### src/rtl/cam_param_if.sv
// cam_param_if: bundles the request/response signals of cam_param.
//   master modport: drives write/invalidate/flush, read and search requests
//                   and observes the read, search and allocation results.
//   slave modport:  the CAM side; takes the requests and drives the results.
// Signal names keep their _i/_o suffixes as seen from the CAM.
interface cam_param_if #(
    parameter int DEPTH      = 32,
    parameter int DATA_WIDTH = 32
);
    localparam int INDEX_WIDTH = $clog2(DEPTH);

    logic                   write_enable_i;
    logic [INDEX_WIDTH-1:0] write_index_i;
    logic [DATA_WIDTH-1:0]  write_data_i;
    logic                   invalidate_i;
    logic                   flush_i;
    logic                   read_enable_i;
    logic [INDEX_WIDTH-1:0] read_index_i;
    logic [DATA_WIDTH-1:0]  read_value_o;
    logic                   read_valid_o;
    logic                   read_ack_o;
    logic                   search_enable_i;
    logic [DATA_WIDTH-1:0]  search_data_i;
    logic [DATA_WIDTH-1:0]  search_mask_i;
    logic                   search_valid_o;
    logic [INDEX_WIDTH-1:0] search_index_o;
    logic                   search_multi_o;
    logic                   search_ack_o;
    logic                   full_o;
    logic [INDEX_WIDTH-1:0] free_index_o;

    modport master (
        output write_enable_i, write_index_i, write_data_i, invalidate_i, flush_i,
        output read_enable_i, read_index_i,
        output search_enable_i, search_data_i, search_mask_i,
        input  read_value_o, read_valid_o, read_ack_o,
        input  search_valid_o, search_index_o, search_multi_o, search_ack_o,
        input  full_o, free_index_o
    );

    modport slave (
        input  write_enable_i, write_index_i, write_data_i, invalidate_i, flush_i,
        input  read_enable_i, read_index_i,
        input  search_enable_i, search_data_i, search_mask_i,
        output read_value_o, read_valid_o, read_ack_o,
        output search_valid_o, search_index_o, search_multi_o, search_ack_o,
        output full_o, free_index_o
    );
endinterface

### src/rtl/cam_param.sv
// cam_param: parametrised content-addressable memory.
//   DEPTH entries of DATA_WIDTH bits, each with a valid bit. Supports write,
//   per-entry invalidate, single-cycle flush, a masked search with one-cycle
//   registered results (lowest hit index + multi-hit flag), a one-cycle
//   registered read, and combinational free-entry tracking.
// Ports:
//   clk_i  - clock, all state changes on the rising edge
//   rst_i  - synchronous active-high reset (clears valid bits and outputs)
//   bus    - cam_param_if.slave carrying requests and results
module cam_param #(
    parameter int DEPTH      = 32,
    parameter int DATA_WIDTH = 32
) (
    input  logic        clk_i,
    input  logic        rst_i,
    cam_param_if.slave  bus
);
    localparam int INDEX_WIDTH = $clog2(DEPTH);
    // DEPTH widened by one bit so any index value can be range-checked.
    localparam logic [INDEX_WIDTH:0] DEPTH_W = (INDEX_WIDTH + 1)'(DEPTH);

    logic [DATA_WIDTH-1:0]  r_mem [DEPTH];
    logic [DEPTH-1:0]       r_valid;

    logic [DATA_WIDTH-1:0]  r_read_value;
    logic                   r_read_valid;
    logic                   r_read_ack;
    logic                   r_search_valid;
    logic [INDEX_WIDTH-1:0] r_search_index;
    logic                   r_search_multi;
    logic                   r_search_ack;

    logic                   w_wr_in_range;
    logic                   w_rd_in_range;
    logic [DEPTH-1:0]       w_match;
    logic                   w_hit_any;
    logic                   w_hit_multi;
    logic [INDEX_WIDTH-1:0] w_hit_index;
    logic                   w_free_found;
    logic [INDEX_WIDTH-1:0] w_free_index;

    assign w_wr_in_range = ({1'b0, bus.write_index_i} < DEPTH_W);
    assign w_rd_in_range = ({1'b0, bus.read_index_i} < DEPTH_W);

    // Data is written whenever the write is in range, even if a coincident
    // flush or invalidate leaves the entry invalid.
    always_ff @(posedge clk_i) begin
        if (!rst_i && bus.write_enable_i && w_wr_in_range) begin
            r_mem[bus.write_index_i] <= bus.write_data_i;
        end
    end

    // Valid bits: flush beats invalidate beats write.
    always_ff @(posedge clk_i) begin
        if (rst_i || bus.flush_i) begin
            r_valid <= '0;
        end else if (w_wr_in_range) begin
            if (bus.invalidate_i) begin
                r_valid[bus.write_index_i] <= 1'b0;
            end else if (bus.write_enable_i) begin
                r_valid[bus.write_index_i] <= 1'b1;
            end
        end
    end

    // Per-entry ternary compare against the pre-edge contents.
    generate
        for (genvar gi = 0; gi < DEPTH; gi++) begin : g_match
            assign w_match[gi] = r_valid[gi] &&
                (((r_mem[gi] ^ bus.search_data_i) & bus.search_mask_i) == '0);
        end
    endgenerate

    // Lowest-index priority encoder; any later hit marks a multi-hit.
    always_comb begin
        w_hit_any   = 1'b0;
        w_hit_multi = 1'b0;
        w_hit_index = '0;
        for (int i = 0; i < DEPTH; i++) begin
            if (w_match[i]) begin
                if (w_hit_any) begin
                    w_hit_multi = 1'b1;
                end else begin
                    w_hit_any   = 1'b1;
                    w_hit_index = INDEX_WIDTH'(i);
                end
            end
        end
    end

    // Lowest free entry; stays 0 when every entry is valid.
    always_comb begin
        w_free_found = 1'b0;
        w_free_index = '0;
        for (int i = 0; i < DEPTH; i++) begin
            if (!r_valid[i] && !w_free_found) begin
                w_free_found = 1'b1;
                w_free_index = INDEX_WIDTH'(i);
            end
        end
    end

    // Search results hold their value between searches; only the ack is cleared.
    always_ff @(posedge clk_i) begin
        if (rst_i) begin
            r_search_ack   <= 1'b0;
            r_search_valid <= 1'b0;
            r_search_index <= '0;
            r_search_multi <= 1'b0;
        end else begin
            r_search_ack <= bus.search_enable_i;
            if (bus.search_enable_i) begin
                r_search_valid <= w_hit_any;
                r_search_index <= w_hit_index;
                r_search_multi <= w_hit_multi;
            end
        end
    end

    always_ff @(posedge clk_i) begin
        if (rst_i) begin
            r_read_ack   <= 1'b0;
            r_read_value <= '0;
            r_read_valid <= 1'b0;
        end else begin
            r_read_ack <= bus.read_enable_i;
            if (bus.read_enable_i) begin
                if (w_rd_in_range) begin
                    r_read_value <= r_mem[bus.read_index_i];
                    r_read_valid <= r_valid[bus.read_index_i];
                end else begin
                    r_read_value <= '0;
                    r_read_valid <= 1'b0;
                end
            end
        end
    end

    assign bus.read_value_o   = r_read_value;
    assign bus.read_valid_o   = r_read_valid;
    assign bus.read_ack_o     = r_read_ack;
    assign bus.search_valid_o = r_search_valid;
    assign bus.search_index_o = r_search_index;
    assign bus.search_multi_o = r_search_multi;
    assign bus.search_ack_o   = r_search_ack;
    assign bus.full_o         = &r_valid;
    assign bus.free_index_o   = w_free_index;
endmodule
### src/flat_wrapper.sv
// flat-port wrapper written by rule: the top's interface ports become plain ports
module cam_param_flat 
#(
    parameter int DEPTH      = 32,
    parameter int DATA_WIDTH = 32
)
  (clk_i, rst_i, bus_write_enable_i, bus_write_index_i, bus_write_data_i, bus_invalidate_i, bus_flush_i, bus_read_enable_i, bus_read_index_i, bus_search_enable_i, bus_search_data_i, bus_search_mask_i, bus_read_value_o, bus_read_valid_o, bus_read_ack_o, bus_search_valid_o, bus_search_index_o, bus_search_multi_o, bus_search_ack_o, bus_full_o, bus_free_index_o);
  cam_param_if #(.DEPTH(DEPTH), .DATA_WIDTH(DATA_WIDTH)) bus_i ();
  input  logic clk_i;
  input  logic rst_i;
  input wire logic [$bits(bus_i.write_enable_i)-1:0] bus_write_enable_i;
  input wire logic [$bits(bus_i.write_index_i)-1:0] bus_write_index_i;
  input wire logic [$bits(bus_i.write_data_i)-1:0] bus_write_data_i;
  input wire logic [$bits(bus_i.invalidate_i)-1:0] bus_invalidate_i;
  input wire logic [$bits(bus_i.flush_i)-1:0] bus_flush_i;
  input wire logic [$bits(bus_i.read_enable_i)-1:0] bus_read_enable_i;
  input wire logic [$bits(bus_i.read_index_i)-1:0] bus_read_index_i;
  input wire logic [$bits(bus_i.search_enable_i)-1:0] bus_search_enable_i;
  input wire logic [$bits(bus_i.search_data_i)-1:0] bus_search_data_i;
  input wire logic [$bits(bus_i.search_mask_i)-1:0] bus_search_mask_i;
  output wire logic [$bits(bus_i.read_value_o)-1:0] bus_read_value_o;
  output wire logic [$bits(bus_i.read_valid_o)-1:0] bus_read_valid_o;
  output wire logic [$bits(bus_i.read_ack_o)-1:0] bus_read_ack_o;
  output wire logic [$bits(bus_i.search_valid_o)-1:0] bus_search_valid_o;
  output wire logic [$bits(bus_i.search_index_o)-1:0] bus_search_index_o;
  output wire logic [$bits(bus_i.search_multi_o)-1:0] bus_search_multi_o;
  output wire logic [$bits(bus_i.search_ack_o)-1:0] bus_search_ack_o;
  output wire logic [$bits(bus_i.full_o)-1:0] bus_full_o;
  output wire logic [$bits(bus_i.free_index_o)-1:0] bus_free_index_o;
  assign bus_i.write_enable_i = bus_write_enable_i;
  assign bus_i.write_index_i = bus_write_index_i;
  assign bus_i.write_data_i = bus_write_data_i;
  assign bus_i.invalidate_i = bus_invalidate_i;
  assign bus_i.flush_i = bus_flush_i;
  assign bus_i.read_enable_i = bus_read_enable_i;
  assign bus_i.read_index_i = bus_read_index_i;
  assign bus_i.search_enable_i = bus_search_enable_i;
  assign bus_i.search_data_i = bus_search_data_i;
  assign bus_i.search_mask_i = bus_search_mask_i;
  assign bus_read_value_o = bus_i.read_value_o;
  assign bus_read_valid_o = bus_i.read_valid_o;
  assign bus_read_ack_o = bus_i.read_ack_o;
  assign bus_search_valid_o = bus_i.search_valid_o;
  assign bus_search_index_o = bus_i.search_index_o;
  assign bus_search_multi_o = bus_i.search_multi_o;
  assign bus_search_ack_o = bus_i.search_ack_o;
  assign bus_full_o = bus_i.full_o;
  assign bus_free_index_o = bus_i.free_index_o;
  cam_param #(.DEPTH(DEPTH), .DATA_WIDTH(DATA_WIDTH)) u_core (.clk_i(clk_i), .rst_i(rst_i), .bus(bus_i));
endmodule
### config.mk
export PLATFORM = sky130hd
export DESIGN_NAME = cam_param_flat
export DESIGN_NICKNAME = d
export VERILOG_FILES = /design/src/rtl/cam_param_if.sv /design/src/rtl/cam_param.sv /design/src/flat_wrapper.sv
export SDC_FILE = /design/constraint.sdc
export NUM_CORES = 2
export LEC_CHECK = 0
export BUFFER_PORTS_ARGS = -buffer_cell sky130_fd_sc_hd__buf_4
export CELL_PAD_IN_SITES_DETAIL_PLACEMENT = 1
export CELL_PAD_IN_SITES_GLOBAL_PLACEMENT = 1
export CORE_MARGIN = 2
export CORE_UTILIZATION = 49
export DETAILED_ROUTE_END_ITERATION = 6
export GPL_TIMING_DRIVEN = 0
export HOLD_SLACK_MARGIN = 0.12
export PLACE_DENSITY_LB_ADDON = 0.15
export SETUP_SLACK_MARGIN = 0.3
export SLEW_MARGIN = 0
export SYNTH_ARGS = -nofsm -noshare
export SYNTH_HDL_FRONTEND = slang
export SYNTH_SLANG_ARGS = --single-unit
export TNS_END_PERCENT = 100
### constraint.sdc
create_clock -name clk_i -period 3.3 [get_ports clk_i]
set_clock_uncertainty 0.15 [all_clocks]
set_input_delay 0.825 -clock clk_i [delete_from_list [all_inputs] [get_ports clk_i]]
set_output_delay 0.825 -clock clk_i [all_outputs]
set_load 0.005 [all_outputs]
==> results.py <==
metrics = {
    "clocking": {
        "cts_buffers": 119,
        "clk_path_buf_depth": 3,
        "ctsRootBufferMaster": "clkbuf_16",
        "numClockSinks": 1098,
        "ctsHtreeMaxLevel": 3,
        "ctsHoldBuffers": 0,
        "worst_skew_pair.late_latency_ps": 810,
        "cts_tree": "yes",
        "clk_pin_slew_ps": 60,
    },
    "finish": {
        "final_common_cell": "edfxtp_1",
        "fill_cells": 10892,
        "finalNetCount": 4509,
        "area_growth_pct": 21.0,
        "final_cell_mix": "1,024 x edfxtp_1, 828 x xor2_1, 330 x mux4_2",
        "drive_gt1_frac": 0.335,
        "finalNonFillerCells": 6122,
        "finalInstanceArea_um2": 72200,
    },
    "sta": {
        "worst_pin_slew_ps": 1370,
        "grt_setup_unrepaired": "yes",
        "hold_viol_final": 0,
        "setup-violations-final": 10,
        "finalMaxSlewViolations": 0,
        "max_clock_freq_mhz": 273,
        "period_minus_slack_ps": 3660,
        "period_share": 1.11,
        "setup_ws_ps": -361,
        "slew_headroom": 0.0840,
    },
    "global_routing": {
        "grt_max_degree": 33,
        "grt_pass1_vias": 42900,
        "antenna_found_initial": 21,
        "overflow": 0,
        "grt_pass1_wl_mm": 409,
        "grt_util_all_layers": 0.498,
    },
    "routing": {
        "met3WireLength_mm": 62.7,
        "drc": 5,
        "wl_met1_mm": 117,
        "ant_nets": 0,
        "route.met2.wl_mm": 124,
        "firstDrtPassIters": 7,
        "viasPerCell": 7.48,
        "dr.max_layer_used": "met5",
        "finalWirelength_mm": 318,
        "dr_total_vias": 45790,
        "drt_iter0_markers": 8950,
        "post_drt_wl_per_cell_um": 52.0,
    },
    "worst_setup_path": {
        "cpMaxStageDelayCell": "a22oi_1",
        "cp.arrival_ps": 4110,
        "cp.required_ps": 3750,
        "cp_top_family": "compound AO/OA/AOI/OAI gates",
        "cpMostUsedCell": "buf_12",
        "crit_type": "in2reg",
        "r2r_start": "u_core.r_mem[17][13]",
        "end_kind": "flop",
        "max_stage_delay_ps": 410,
        "crit_chain": "buf_12, buf_12, buf_12, buf_12, buf_4, xor2_1, a22oi_1, nand4_1, nor3_1, nand2_2, a21boi_1, o21ai_0, a21o_1, nor3_2, a211oi_1",
        "path_max_fanout": 8,
        "crit_path_start": "bus_search_data_i[13]",
        "path_buf_inv": 5,
        "cp-start-kind": "input port",
    },
    "placement": {
        "dp_hpwl_mm": 240,
        "port_buffers": 121,
        "placed_area_um2": 63600,
        "place_congestion": 1.08,
        "dp_cells": 5752,
    },
    "die": {
        "die-height_um": 353,
        "die-area_um2": 125000,
        "core.rowCount": 127,
        "io_pins": 161,
        "die_w_um": 353,
        "core_area_um2": 120000,
        "initial_core_util": 0.496,
    },
    "yosys": {
        "synth_warnings": 0,
        "async_flop_share": 0,
        "synth_top_cell_by_area": "edfxtp_1",
        "synth_top_area_share": 0.516,
        "synth_nets": 4099,
        "yosys-top-cells-area": "edfxtp_1 52%, xor2_1 15%, mux4_2 12%",
        "ys_ff_latch": 1098,
        "synthCells": 3986,
        "syn-cell-area_um2": 59600,
        "yosys_most_used_dff": "edfxtp_1",
        "synth_cell_types": 73,
        "synth_edf_count": 1024,
        "syn_area_per_cell_um2": 15.0,
        "synth_seq_area_share": 0.541,
    },
    "hold_path": {
        "worstHoldPathType": "in2reg",
        "min_from": "rst_i",
    },
    "power": {
        "ir_worst_vdd_mv": 0.653,
        "p_per_area_nw_per_um2": 479,
        "leakagePower_uw": 0.0249,
    },
    "run_status": {
        "violations": "DRC, setup timing",
        "outcome": "finished, violations left",
    },
    "run": {
        "drv_cap": 0,
    },
}
logic make-up after synthesis:
kind of cell,count (synthesis),synth area share
adders and majority gates,3,0.000546
AOI/OAI and AO/OA,668,0.0857
and+or+nand+nor,474,0.0425
DFF,1098,0.541
buffers and inverters,356,0.0473
xor gates and xnor gates,1024,0.153
muxes,363,0.130
layout make-up:
class | count | area [um2] | area share
sequential | 1098 | 32300 | 0.448
multi-input combinational | 2532 | 27500 | 0.381
buffer | 337 | 3620 | 0.0502
clock buffer | 151 | 3170 | 0.0439
timing repair buffer | 289 | 2780 | 0.0385
tap | 1612 | 2020 | 0.0279
clock inverter | 73 | 667 | 0.00924
inverter | 19 | 73.8 | 0.00102
antenna | 11 | 27.5 | 0.000381
metrics by stage:
stage,hold WS [ps],TNS (ps),power (uW),setup WS [ps],util
5_1_grt,309,-1370,34700,-296,0.600
3_5_place_dp,318,-204080,20300,-2460,0.529
4_1_cts,286,-74.0,33800,-55.3,0.592
2_1_floorplan,308,-44250,17900,-193,-
6_report,308,-1580,34600,-361,0.600
3_3_place_gp,314,-1401450,20200,-2640,0.522
path summary, 6_finish.rpt:
kind | slack, ps | cells after the start | endpoint
setup / recovery | -360 | 15 | u_core.bus.search_index_o[0]
hold / removal | 310 | 2 | u_core.bus.read_ack_o
setup reg to reg | -320 | 12 | u_core.bus.search_multi_o
hold reg to reg | 340 | 2 | u_core.bus.read_value_o[2]
flip-flops by register name, indices dropped and copies added, names as in the netlist, named ones only:
name                       count
u_core.bus.read_value_o       32
u_core.bus.read_ack_o          1
u_core.bus.search_index_o      5
u_core.bus.read_valid_o        1
u_core.r_mem                1024
u_core.bus.search_valid_o      1
u_core.bus.search_multi_o      1
u_core.bus.search_ack_o        1
worst reg2reg max path, delay by kind of cell (launching register included):
kind | cells | cell delay (ps)
and+or+nand+nor | 7 | 1560
AOI/OAI and AO/OA | 3 | 590
xor gates and xnor gates | 1 | 480
DFF | 1 | 480
buffers and inverters | 1 | 140
timing repair:
item,CTS,global route
gates cloned,1,0
resized for setup,607,129
endpoints found under the setup margin,71,58
buffers inserted,101,33
pin swaps,68,41
Yosys cell counts, drive strengths merged (3+ instances only):
library cell,count
nand3,27
a222oi,32
a22o,62
inv,19
a211oi,69
buf,245
nor4,4
nor2b,5
edfxtp,1024
a221oi,60
mux4,330
a21o,5
o21ai,25
a21boi,4
and3,29
xor2,1024
a311oi,4
or2,3
maj3,3
a31oi,7
dfxtp,74
nand3b,4
mux2i,33
nand2,109
a22oi,335
clkbuf,92
and2,14
nor3,62
a21oi,48
nand4,112
nor2,88
or3,4
where the power goes:
part | internal, uW | leakage (uW) | total (uW) | switching (uW)
clock network | 7500 | 0.00187 | 13800 | 6270
logic | 1690 | 0.0132 | 5380 | 3690
registers | 15300 | 0.00984 | 15400 | 114
total | 24500 | 0.0249 | 34600 | 10100
metal layers:
metal | up-vias | track usage
li1 | 16325 | -
met1 | 24192 | 0.669
met2 | 4504 | 0.652
met3 | 741 | 0.317
met4 | 28 | 0.160
met5 | - | 0
(Power assumes the default switching activity.)
